[src/rtl/reg_file_gen.sv]
// Two-read/one-write register file that zeroes itself with a DEPTH-cycle sweep after reset or clr.
// Define REGFILE_BYPASS_EN to forward a same-cycle qualifying write to the read ports.
module reg_file_gen #(
  parameter  int WIDTH    = 8,
  parameter  int DEPTH    = 8,
  parameter  int ZERO_REG = 0,
  localparam int AW       = $clog2(DEPTH)
) (
  input  logic             clk,
  input  logic             rst,
  input  logic             clr,
  input  logic             we3,
  input  logic [AW-1:0]    wa3,
  input  logic [WIDTH-1:0] wd3,
  input  logic [AW-1:0]    ra1,
  input  logic [AW-1:0]    ra2,
  output logic [WIDTH-1:0] rd1,
  output logic [WIDTH-1:0] rd2,
  output logic             ready
);

  localparam logic [AW:0] DepthW  = (AW+1)'(DEPTH);
  localparam logic [AW:0] LastIdx = (AW+1)'(DEPTH - 1);

  typedef enum logic {CLEAR, READY} state_e;

  state_e           state_q, state_d;
  logic [AW:0]      cnt_q, cnt_d;
  logic [WIDTH-1:0] mem_q [DEPTH];
  logic             wrEn;

  always_ff @(posedge clk) begin
    if (rst) begin
      state_q <= CLEAR;
      cnt_q   <= '0;
    end else begin
      state_q <= state_d;
      cnt_q   <= cnt_d;
    end
  end

  always_comb begin
    state_d = state_q;
    cnt_d   = cnt_q;
    case (state_q)
      CLEAR: begin
        cnt_d = cnt_q + 1'b1;
        if (cnt_q == LastIdx) state_d = READY;
      end
      READY: begin
        if (clr) begin
          state_d = CLEAR;
          cnt_d   = '0;
        end
      end
      default: begin
        state_d = CLEAR;
        cnt_d   = '0;
      end
    endcase
  end

  // A write needs READY, an in-range address, and not the hardwired zero register.
  assign wrEn = (state_q == READY) && we3 && ({1'b0, wa3} < DepthW) &&
                !((ZERO_REG != 0) && (wa3 == '0));

  // The clr edge itself still lets a qualifying write land; the sweep then zeroes it.
  always_ff @(posedge clk) begin
    if (!rst) begin
      if (state_q == CLEAR) begin
        mem_q[cnt_q[AW-1:0]] <= '0;
      end else if (wrEn) begin
        mem_q[wa3] <= wd3;
      end
    end
  end

  function automatic logic [WIDTH-1:0] readPort(input logic [AW-1:0] ra);
    logic [WIDTH-1:0] v;
    v = '0;
    if ((state_q == READY) && ({1'b0, ra} < DepthW) && !((ZERO_REG != 0) && (ra == '0))) begin
`ifdef REGFILE_BYPASS_EN
      if (wrEn && (ra == wa3)) begin
        v = wd3;
      end else begin
        v = mem_q[ra];
      end
`else
      v = mem_q[ra];
`endif
    end
    return v;
  endfunction

  always_comb begin
    rd1 = readPort(ra1);
    rd2 = readPort(ra2);
  end

  assign ready = (state_q == READY);

endmodule

[config.mk]
export PLATFORM = sky130hd
export DESIGN_NAME = reg_file_gen
export DESIGN_NICKNAME = d
export VERILOG_FILES = /design/src/rtl/reg_file_gen.sv
export SDC_FILE = /design/constraint.sdc
export NUM_CORES = 1
export LEC_CHECK = 0
export BUFFER_PORTS_ARGS = -buffer_cell sky130_fd_sc_hd__buf_2
export CAP_MARGIN = 20
export CORE_ASPECT_RATIO = 0.7
export CORE_MARGIN = 3
export CORE_UTILIZATION = 42
export DETAILED_ROUTE_END_ITERATION = 7
export SLEW_MARGIN = 20
export SYNTH_ARGS = -nofsm -noshare
export SYNTH_HDL_FRONTEND = slang
export SYNTH_SLANG_ARGS = --single-unit
[constraint.sdc]
create_clock -name clk -period 2.3 [get_ports clk]
set_input_delay 0.46 -clock clk [delete_from_list [all_inputs] [get_ports clk]]
set_output_delay 0.46 -clock clk [all_outputs]
set_load 0.005 [all_outputs]
==> results.json, run 1 <==
{
  "powerDensity_mw_per_mm2": 750,
  "tritoncts": "built",
  "wl_per_cell_um": 20.9,
  "slew_viol_final": 0,
  "cts_num_sinks": 69,
  "grt_busiest_layer": "met2",
  "fin_skew_ns": 0.00309,
  "cts_root_buffer": "clkbuf_16",
  "gr-usage-met1_pct": 22.8,
  "p_leak_nw": 1.56,
  "startpoint": "ra2[1]",
  "finalCriticalPeriod_ns": 2.20,
  "grt_max_degree": 17,
  "portBuffers": 37,
  "crit_path_end": "rd2[1]",
  "routed_via_density": 5.74,
  "htreeDepth": 3,
  "max_stage_delay_ns": 0.56,
  "r2r-end": "mem_q[1][1]",
  "ys_ff_latch": 69,
  "critPathKind": "input pin to output pin",
  "cp-end-kind": "output pin",
  "crit_top_cell": "buf_2",
  "drive_gt1_share_pct": 29.4,
  "outcome": "finished clean",
  "synth_ff_type": "edfxtp_1",
  "synth_edf_count": 64,
  "start_kind": "input pin",
  "fmax_mhz": 454,
  "hold_violations": 0,
  "grtUsageTotal_pct": 16.8,
  "dr.pass1.iters": 4,
  "relSlewSlack_pct": 73.8,
  "fin_tns_setup_ns": 0,
  "final_common_cell": "edfxtp_1",
  "arrival_ns": 1.74,
  "syn_area_mm2": 0.00346,
  "rsz0062_at_grt": "false",
  "met2_usage_pct": 25.8,
  "path_cells": "buf_2 > buf_4 > mux4_1 > mux2i_1 > nor2_1 > buf_2",
  "crit_fanout": 7,
  "ys_seq_area_share_pct": 58.4,
  "place.gp.congestion": 0.809,
  "tightest_slew_ns": 0.394,
  "cp_top_family": "multiplexers",
  "yosysTopAreaCellShare_pct": 55.5,
  "vias": 2002,
  "grt_pass1_vias": 1864,
  "maxCapViolations": 0,
  "dieArea_mm2": 0.00939,
  "cts_setup_buffers": 0,
  "min_period_over_period_pct": 95.9,
  "cts_buffers": 9,
  "syn_inst": 194,
  "fp.dieH_um": 82.0,
  "yosysTopAreaCell": "edfxtp_1",
  "worst-path-buf-inv": 3,
  "clk_latency_ns": 0.33,
  "nFillCells": 618,
  "ff2ff_path_depth": 4,
  "layout.nets": 265,
  "synthArstFlopShare_pct": 0,
  "setup_violations": 0,
  "start_util_pct": 43.6,
  "met3_usage_pct": 5.23,
  "drt_iter0_drc": 79,
  "drcViolationCount": 0,
  "ant_nets": 0,
  "rows": 27,
  "rr_startpoint": "ready",
  "dp_hpwl_mm": 4.65,
  "layout_common_cells": "edfxtp_1 (64), buf_2 (37), mux4_1 (27)",
  "synth_area_leaders": "edfxtp_1 (55%), mux4_1 (20%), mux2i_1 (5.2%), mux4_2 (3.3%), dfxtp_1 (2.9%)",
  "r2r_setup_slack_ns": 0.44,
  "vdd_drop_max_mv": 0.478,
  "yosys_warnings": 0,
  "routed_wl_mm": 7.28,
  "syn_nets": 216,
  "overflow": 0,
  "whs_ns": 0.393,
  "ctsLongestPathBuffers": 2,
  "grt_pass1_wl_mm": 11.0,
  "required_ns": 1.84,
  "die_x_um": 115,
  "cp_slowest_cell": "mux4_1",
  "fp.coreArea_mm2": 0.00794,
  "antenna_found_initial": 0,
  "syn_to_final_growth_pct": 18.7,
  "diodes": 0,
  "synth.distinct_cells": 30,
  "syn_area_per_cell_um2": 17.9,
  "num_io_pins": 38,
  "cp.depth": 6,
  "worstHoldPathType": "input pin to flip-flop",
  "clk_pin_slew_worst_paths_ns": 0.05
}
## Yosys cell counts (2+ instances only)
cell	n
buf_6	2
and3b_1	2
edfxtp_1	64
buf_2	5
dfxtp_1	5
nor3_1	8
nor2_1	24
mux4_2	5
and2_1	8
mux4_1	27
mux2i_1	18
a31oi_1	2
clkbuf_1	3
mux2_2	2
buf_12	2
nor2b_1	2
a21oi_1	2
## metal layers
layer | part of all wire (%) | vias to the layer above
met5 | 0 | -
met4 | 1.4 | 0
met3 | 5.7 | 9
met2 | 47 | 69
met1 | 46 | 1008
li1 | - | 916
## cell type report
cell class	count	area, um2	share of cell area (%)
inverters	2	7.51	0.183
clock buffers	9	225	5.48
multi-input cells	110	1330	32.3
repair buffers	51	307	7.45
clock inverters	7	97.6	2.37
well taps	101	126	3.07
flip-flops and latches	69	2020	49.2
## how the worst min path moves through the flow
stage               depth (start not counted)      from        to  slack (ns)
floorplan                                   2  cnt_q[3]  cnt_q[3]        0.46
global placement                            2  cnt_q[3]  cnt_q[3]        0.49
detailed placement                          2  cnt_q[3]  cnt_q[3]        0.49
CTS                                         2       rst  cnt_q[2]        0.38
global route                                2       rst  cnt_q[2]        0.40
finish                                      2       rst  cnt_q[3]        0.39
## stage by stage
step / cells / util, % / total power, mW / cell area (um2) / worst slack (ns)
2_1_floorplan: 194 / - / 1.58 / 3460 / 0.196
3_3_place_gp: 333 / 47.7 / 1.64 / 3790 / 0.0759
3_5_place_dp: 333 / 47.7 / 1.64 / 3790 / 0.0756
4_1_cts: 349 / 51.8 / 3.11 / 4110 / 0.0698
5_1_grt: 349 / 51.8 / 3.18 / 4110 / 0.0129
6_report: 349 / 51.8 / 3.08 / 4110 / 0.0951
## worst register-to-register path: cells and delay by family (launching register included)
family / cells / cell delay [ns]
buf+inv: 1 / 0.24
simple gates: 2 / 0.53
mux: 1 / 0.41
flops: 1 / 0.38
## state kept, by name, indices dropped and copies added (netlist names)
register  count
mem_q        64
cnt_q         4
ready         1
## logic make-up after synthesis
family          Yosys count  synth area share [%]
buf+inv                  15                  3.29
compound gates            9                  1.70
fa+ha+maj                 1                 0.361
simple gates             48                  6.68
flops                    69                  58.4
mux                      52                  29.6
## report_power, final
| group | switching [mW] | internal, mW |
|---|---|---|
| clock network | 0.520 | 0.952 |
| logic | 0.101 | 0.105 |
| registers | 0.0180 | 1.39 |
## timing repair
item                       CTS  global route
gates resized for setup      0             1
setup endpoints to repair    0             1
hold buffers                 0             0
(Power assumes the default switching activity.)
==> run 2, diff against run 1 <==
--- a/config.mk
+++ b/config.mk
@@ -11,6 +11,7 @@
 export CORE_MARGIN = 3
 export CORE_UTILIZATION = 42
 export DETAILED_ROUTE_END_ITERATION = 7
+export RECOVER_POWER = 50
 export SLEW_MARGIN = 20
 export SYNTH_ARGS = -nofsm -noshare
 export SYNTH_HDL_FRONTEND = slang
==> results.json, run 2 (synthesis gave the netlist of run 1 again) <==
{
  "outcome": "finished clean",
  "htreeDepth": 3,
  "cts_hold_buf": 0,
  "cp_top_family": "multiplexers",
  "layout_common_cells": "edfxtp_1 (64), buf_2 (37), mux4_1 (27)",
  "relSlewSlack_pct": 73.9,
  "critPathKind": "input pin to output pin",
  "min_period_over_period_pct": 95.9,
  "setup_violations": 0,
  "tritoncts": "built",
  "num_io_pins": 38,
  "clk_latency_ns": 0.33,
  "place_ws_ns": 0.0756,
  "cts_setup_buffers": 0,
  "crit_top_cell": "buf_2",
  "dr.pass1.iters": 6,
  "start_kind": "input pin",
  "hold_violations": 0,
  "fp.coreArea_mm2": 0.00794,
  "fin_skew_ns": 0.00302,
  "fin_tns_setup_ns": 0,
  "diodes": 0,
  "stdcell_count": 349,
  "maxCapViolations": 0,
  "place.gp.congestion": 0.809,
  "antenna_found_initial": 0,
  "vias": 1985,
  "hp-start": "rst",
  "arrival_ns": 1.75,
  "finalWorstSetupSlack_ns": 0.0940,
  "portBuffers": 37,
  "grtUsageTotal_pct": 16.8,
  "required_ns": 1.84,
  "cp-end-kind": "output pin",
  "cp_slowest_cell": "mux4_1",
  "rsz0062_at_grt": "false",
  "r2r_setup_slack_ns": 0.33,
  "drive_gt1_share_pct": 29.4,
  "ant_nets": 0,
  "cts_num_sinks": 69,
  "largest_register_ffs": 64,
  "routed_wl_mm": 7.27,
  "slew_viol_final": 0,
  "ctsLongestPathBuffers": 2,
  "max_stage_delay_ns": 0.58,
  "startpoint": "ra2[1]",
  "dieArea_mm2": 0.00939,
  "cts_resized": 0,
  "tightest_slew_ns": 0.392,
  "syn_to_final_growth_pct": 18.6,
  "fp.dieH_um": 82.0,
  "dpl_cell_area_mm2": 0.00379,
  "worstHoldPathType": "input pin to flip-flop",
  "die_x_um": 115,
  "start_util_pct": 43.6,
  "grt_pass1_wl_mm": 11.0,
  "placed_cells": 333,
  "fmax_mhz": 453,
  "drt_iter0_drc": 72,
  "worst-path-buf-inv": 3,
  "dp_hpwl_mm": 4.65,
  "p_leak_nw": 1.55,
  "wl_per_cell_um": 20.8,
  "r2r-end": "mem_q[0][1]",
  "vdd_drop_max_mv": 0.478,
  "ff2ff_path_depth": 4,
  "hold_depth": 2,
  "design_area_mm2": 0.00411,
  "finalCriticalPeriod_ns": 2.21,
  "crit_fanout": 7,
  "grt_max_degree": 17,
  "routed_via_density": 5.69,
  "regMostFlops": "mem_q",
  "grt_pass1_vias": 1864,
  "cts_buffers": 9,
  "powerDensity_mw_per_mm2": 751,
  "path_cells": "buf_2 > buf_4 > mux4_1 > mux2i_1 > nor2_1 > buf_2",
  "final_common_cell": "edfxtp_1",
  "overflow": 0,
  "whs_ns": 0.395,
  "hold_end": "cnt_q[3]",
  "drcViolationCount": 0,
  "rows": 27,
  "clk_pin_slew_worst_paths_ns": 0.05,
  "layout.nets": 265,
  "cts_root_buffer": "clkbuf_16",
  "rr_startpoint": "ready"
}
==> run 2: per-stage QoR <==
step / utilization [%] / power [mW]
floorplan: - / 1.58
global placement: 47.7 / 1.64
detailed placement: 47.7 / 1.64
CTS: 51.8 / 3.11
global route: 51.7 / 3.18
finish: 51.7 / 3.08
==> run 2: power breakdown <==
group	switching (mW)	internal (mW)	total, mW
clock network	0.521	0.952	1.47
logic	0.100	0.104	0.204
registers	0.0180	1.39	1.41
==> run 2: worst max-delay path by stage <==
stage	slack, ns	to	depth (start not counted)
after floorplan	0.20	mem_q[2][0]	3
final	0.09	rd2[6]	6
after global placement	0.08	rd2[7]	6
after detailed placement	0.08	rd2[0]	6
after CTS	0.07	rd2[0]	6
after global routing	0.01	rd2[2]	6
==> run 2: worst reg2reg max path: stages, from the launching register on <==
cell,delay (ns)
dfxtp_1,0.38
and3b_1,0.33
mux2_2,0.41
nor3_1,0.19
clkbuf_2,0.34
==> run 2: routing by layer <==
metal	share of wire (%)	vias to the layer above	track usage (%)
met5	0	-	0
met4	1.4	0	5.69
met3	5.8	9	5.23
met2	47	56	25.8
met1	46	1002	22.8
li1	-	918	-
==> run 2: cell type report <==
class                           count  area [um2]
Inverter                            2        7.51
Fill cell                         619        3830
Clock buffer                        9         225
Sequential cell                    69        2020
Tap cell                          101         126
Timing Repair Buffer               51         302
Clock inverter                      7        97.6
Multi-Input combinational cell    110        1330
==> run 3, diff against run 2 <==
--- a/config.mk
+++ b/config.mk
@@ -9,7 +9,7 @@
 export CAP_MARGIN = 20
 export CORE_ASPECT_RATIO = 0.7
 export CORE_MARGIN = 3
-export CORE_UTILIZATION = 42
+export CORE_UTILIZATION = 25
 export DETAILED_ROUTE_END_ITERATION = 7
 export RECOVER_POWER = 50
 export SLEW_MARGIN = 20
==> results.json, run 3 (synthesis gave the netlist of run 1 again) <==
{
  "outcome": "finished clean",
  "finalPower_mw": 2.93,
  "max_stage_delay_ns": 0.61,
  "layout_common_cells": "edfxtp_1 (64), buf_2 (36), mux4_1 (27)",
  "hold_violations": 0,
  "wl_per_cell_um": 18.2,
  "setup_violations": 0,
  "arrival_ns": 1.68,
  "p_leak_nw": 1.53,
  "crit_top_cell": "buf_2",
  "start_util_pct": 25.9,
  "relSlewSlack_pct": 63.8,
  "cp_slowest_cell": "mux4_1",
  "powerDensity_mw_per_mm2": 700,
  "slew_viol_final": 0,
  "min_period_over_period_pct": 93.1,
  "portBuffers": 37,
  "ctsLongestPathBuffers": 2,
  "stdcell_count": 433,
  "routed_via_density": 4.61,
  "dr.pass1.iters": 4,
  "cts_resized": 0,
  "diodes": 0,
  "htreeDepth": 3,
  "rr_startpoint": "ready",
  "r2r_setup_slack_ns": 0.29,
  "ant_nets": 0,
  "regMostFlops": "mem_q",
  "critPathKind": "input pin to output pin",
  "fmax_mhz": 467,
  "worstHoldPathType": "input pin to flip-flop",
  "layout.nets": 265,
  "clk_pin_slew_worst_paths_ns": 0.05,
  "cp-end-kind": "output pin",
  "drcViolationCount": 0,
  "fin_tns_setup_ns": 0,
  "startpoint": "ra1[1]",
  "ff2ff_path_depth": 5,
  "num_io_pins": 38,
  "grt_max_degree": 17,
  "vias": 1997,
  "crit_fanout": 16,
  "grtUsageTotal_pct": 10.6,
  "fin_skew_ns": 0.00503,
  "vdd_drop_max_mv": 0.327,
  "dieArea_mm2": 0.0153,
  "start_kind": "input pin",
  "cts_hold_buf": 0,
  "cts_num_sinks": 69,
  "final_common_cell": "edfxtp_1",
  "maxCapViolations": 0,
  "fp.dieH_um": 104,
  "routed_wl_mm": 7.88,
  "drt_iter0_drc": 177,
  "rows": 35,
  "cts_setup_buffers": 0,
  "tightest_slew_ns": 0.544,
  "cp_top_family": "multiplexers",
  "dp_hpwl_mm": 5.36,
  "grt_pass1_wl_mm": 12.0,
  "worst-path-buf-inv": 3,
  "antenna_found_initial": 0,
  "die_x_um": 147,
  "rsz0062_at_grt": "false",
  "grt_pass1_vias": 1970,
  "overflow": 0,
  "r2r-end": "mem_q[4][5]",
  "fp.coreArea_mm2": 0.0134,
  "path_cells": "buf_2 > buf_12 > mux4_1 > mux2i_1 > nor2_1 > buf_2",
  "syn_to_final_growth_pct": 20.8,
  "crit_path_end": "rd1[2]",
  "whs_ns": 0.399,
  "placed_cells": 417,
  "tritoncts": "built",
  "drive_gt1_share_pct": 27.8,
  "place.gp.congestion": 0.756,
  "finalCriticalPeriod_ns": 2.14,
  "cts_buffers": 9,
  "largest_register_ffs": 64,
  "required_ns": 1.84,
  "clk_latency_ns": 0.33,
  "cts_root_buffer": "clkbuf_16",
  "cp.depth": 6
}
## run 3: cell count changes in the layout (fill, tap and decap cells not counted), sizes merged
cell,delta
bufinv,-1
clkbuf,+2
inv,-1
## run 3: final cells by class
cell class	count	area, um2
timing repair buffer	51	310
tap	185	231
sequential	69	2020
clock buffer	11	233
fill	1319	9170
inverter	2	7.51
multi-input combinational	110	1330
clock inverter	5	51.3
## run 3: worst min path at each step
| stage | startpoint | slack, ns | depth (start not counted) | endpoint |
|---|---|---|---|---|
| 6_report | rst | 0.40 | 2 | cnt_q[3] |
| 5_1_grt | rst | 0.40 | 2 | cnt_q[3] |
| 4_1_cts | rst | 0.39 | 2 | cnt_q[3] |
| 3_5_place_dp | cnt_q[3] | 0.49 | 2 | cnt_q[3] |
| 3_3_place_gp | cnt_q[3] | 0.48 | 2 | cnt_q[3] |
| 2_1_floorplan | cnt_q[3] | 0.46 | 2 | cnt_q[3] |
## run 3: layer usage
| metal | vias up | GRT usage, % | share of wire, % |
|---|---|---|---|
| li1 | 913 | - | - |
| met1 | 1010 | 15.6 | 48 |
| met2 | 65 | 15.1 | 43 |
| met3 | 9 | 3.18 | 7.8 |
| met4 | 0 | 3.22 | 0.84 |
| met5 | - | 0 | 0 |
## run 3: where the power goes
part,switching [mW],leakage [nW],internal (mW)
Sequential,0.0188,0.634,1.39
Combinational,0.102,0.758,0.106
Clock,0.480,0.137,0.831
## run 3: per-stage QoR
step           setup WS, ns  cell area [um2]  util (%)
6_report              0.158             4180      31.3
5_1_grt              0.0598             4180      31.3
4_1_cts               0.143             4190      31.4
3_5_place_dp          0.171             3900      29.2
3_3_place_gp          0.169             3900      29.2
2_1_floorplan         0.196             3460         -
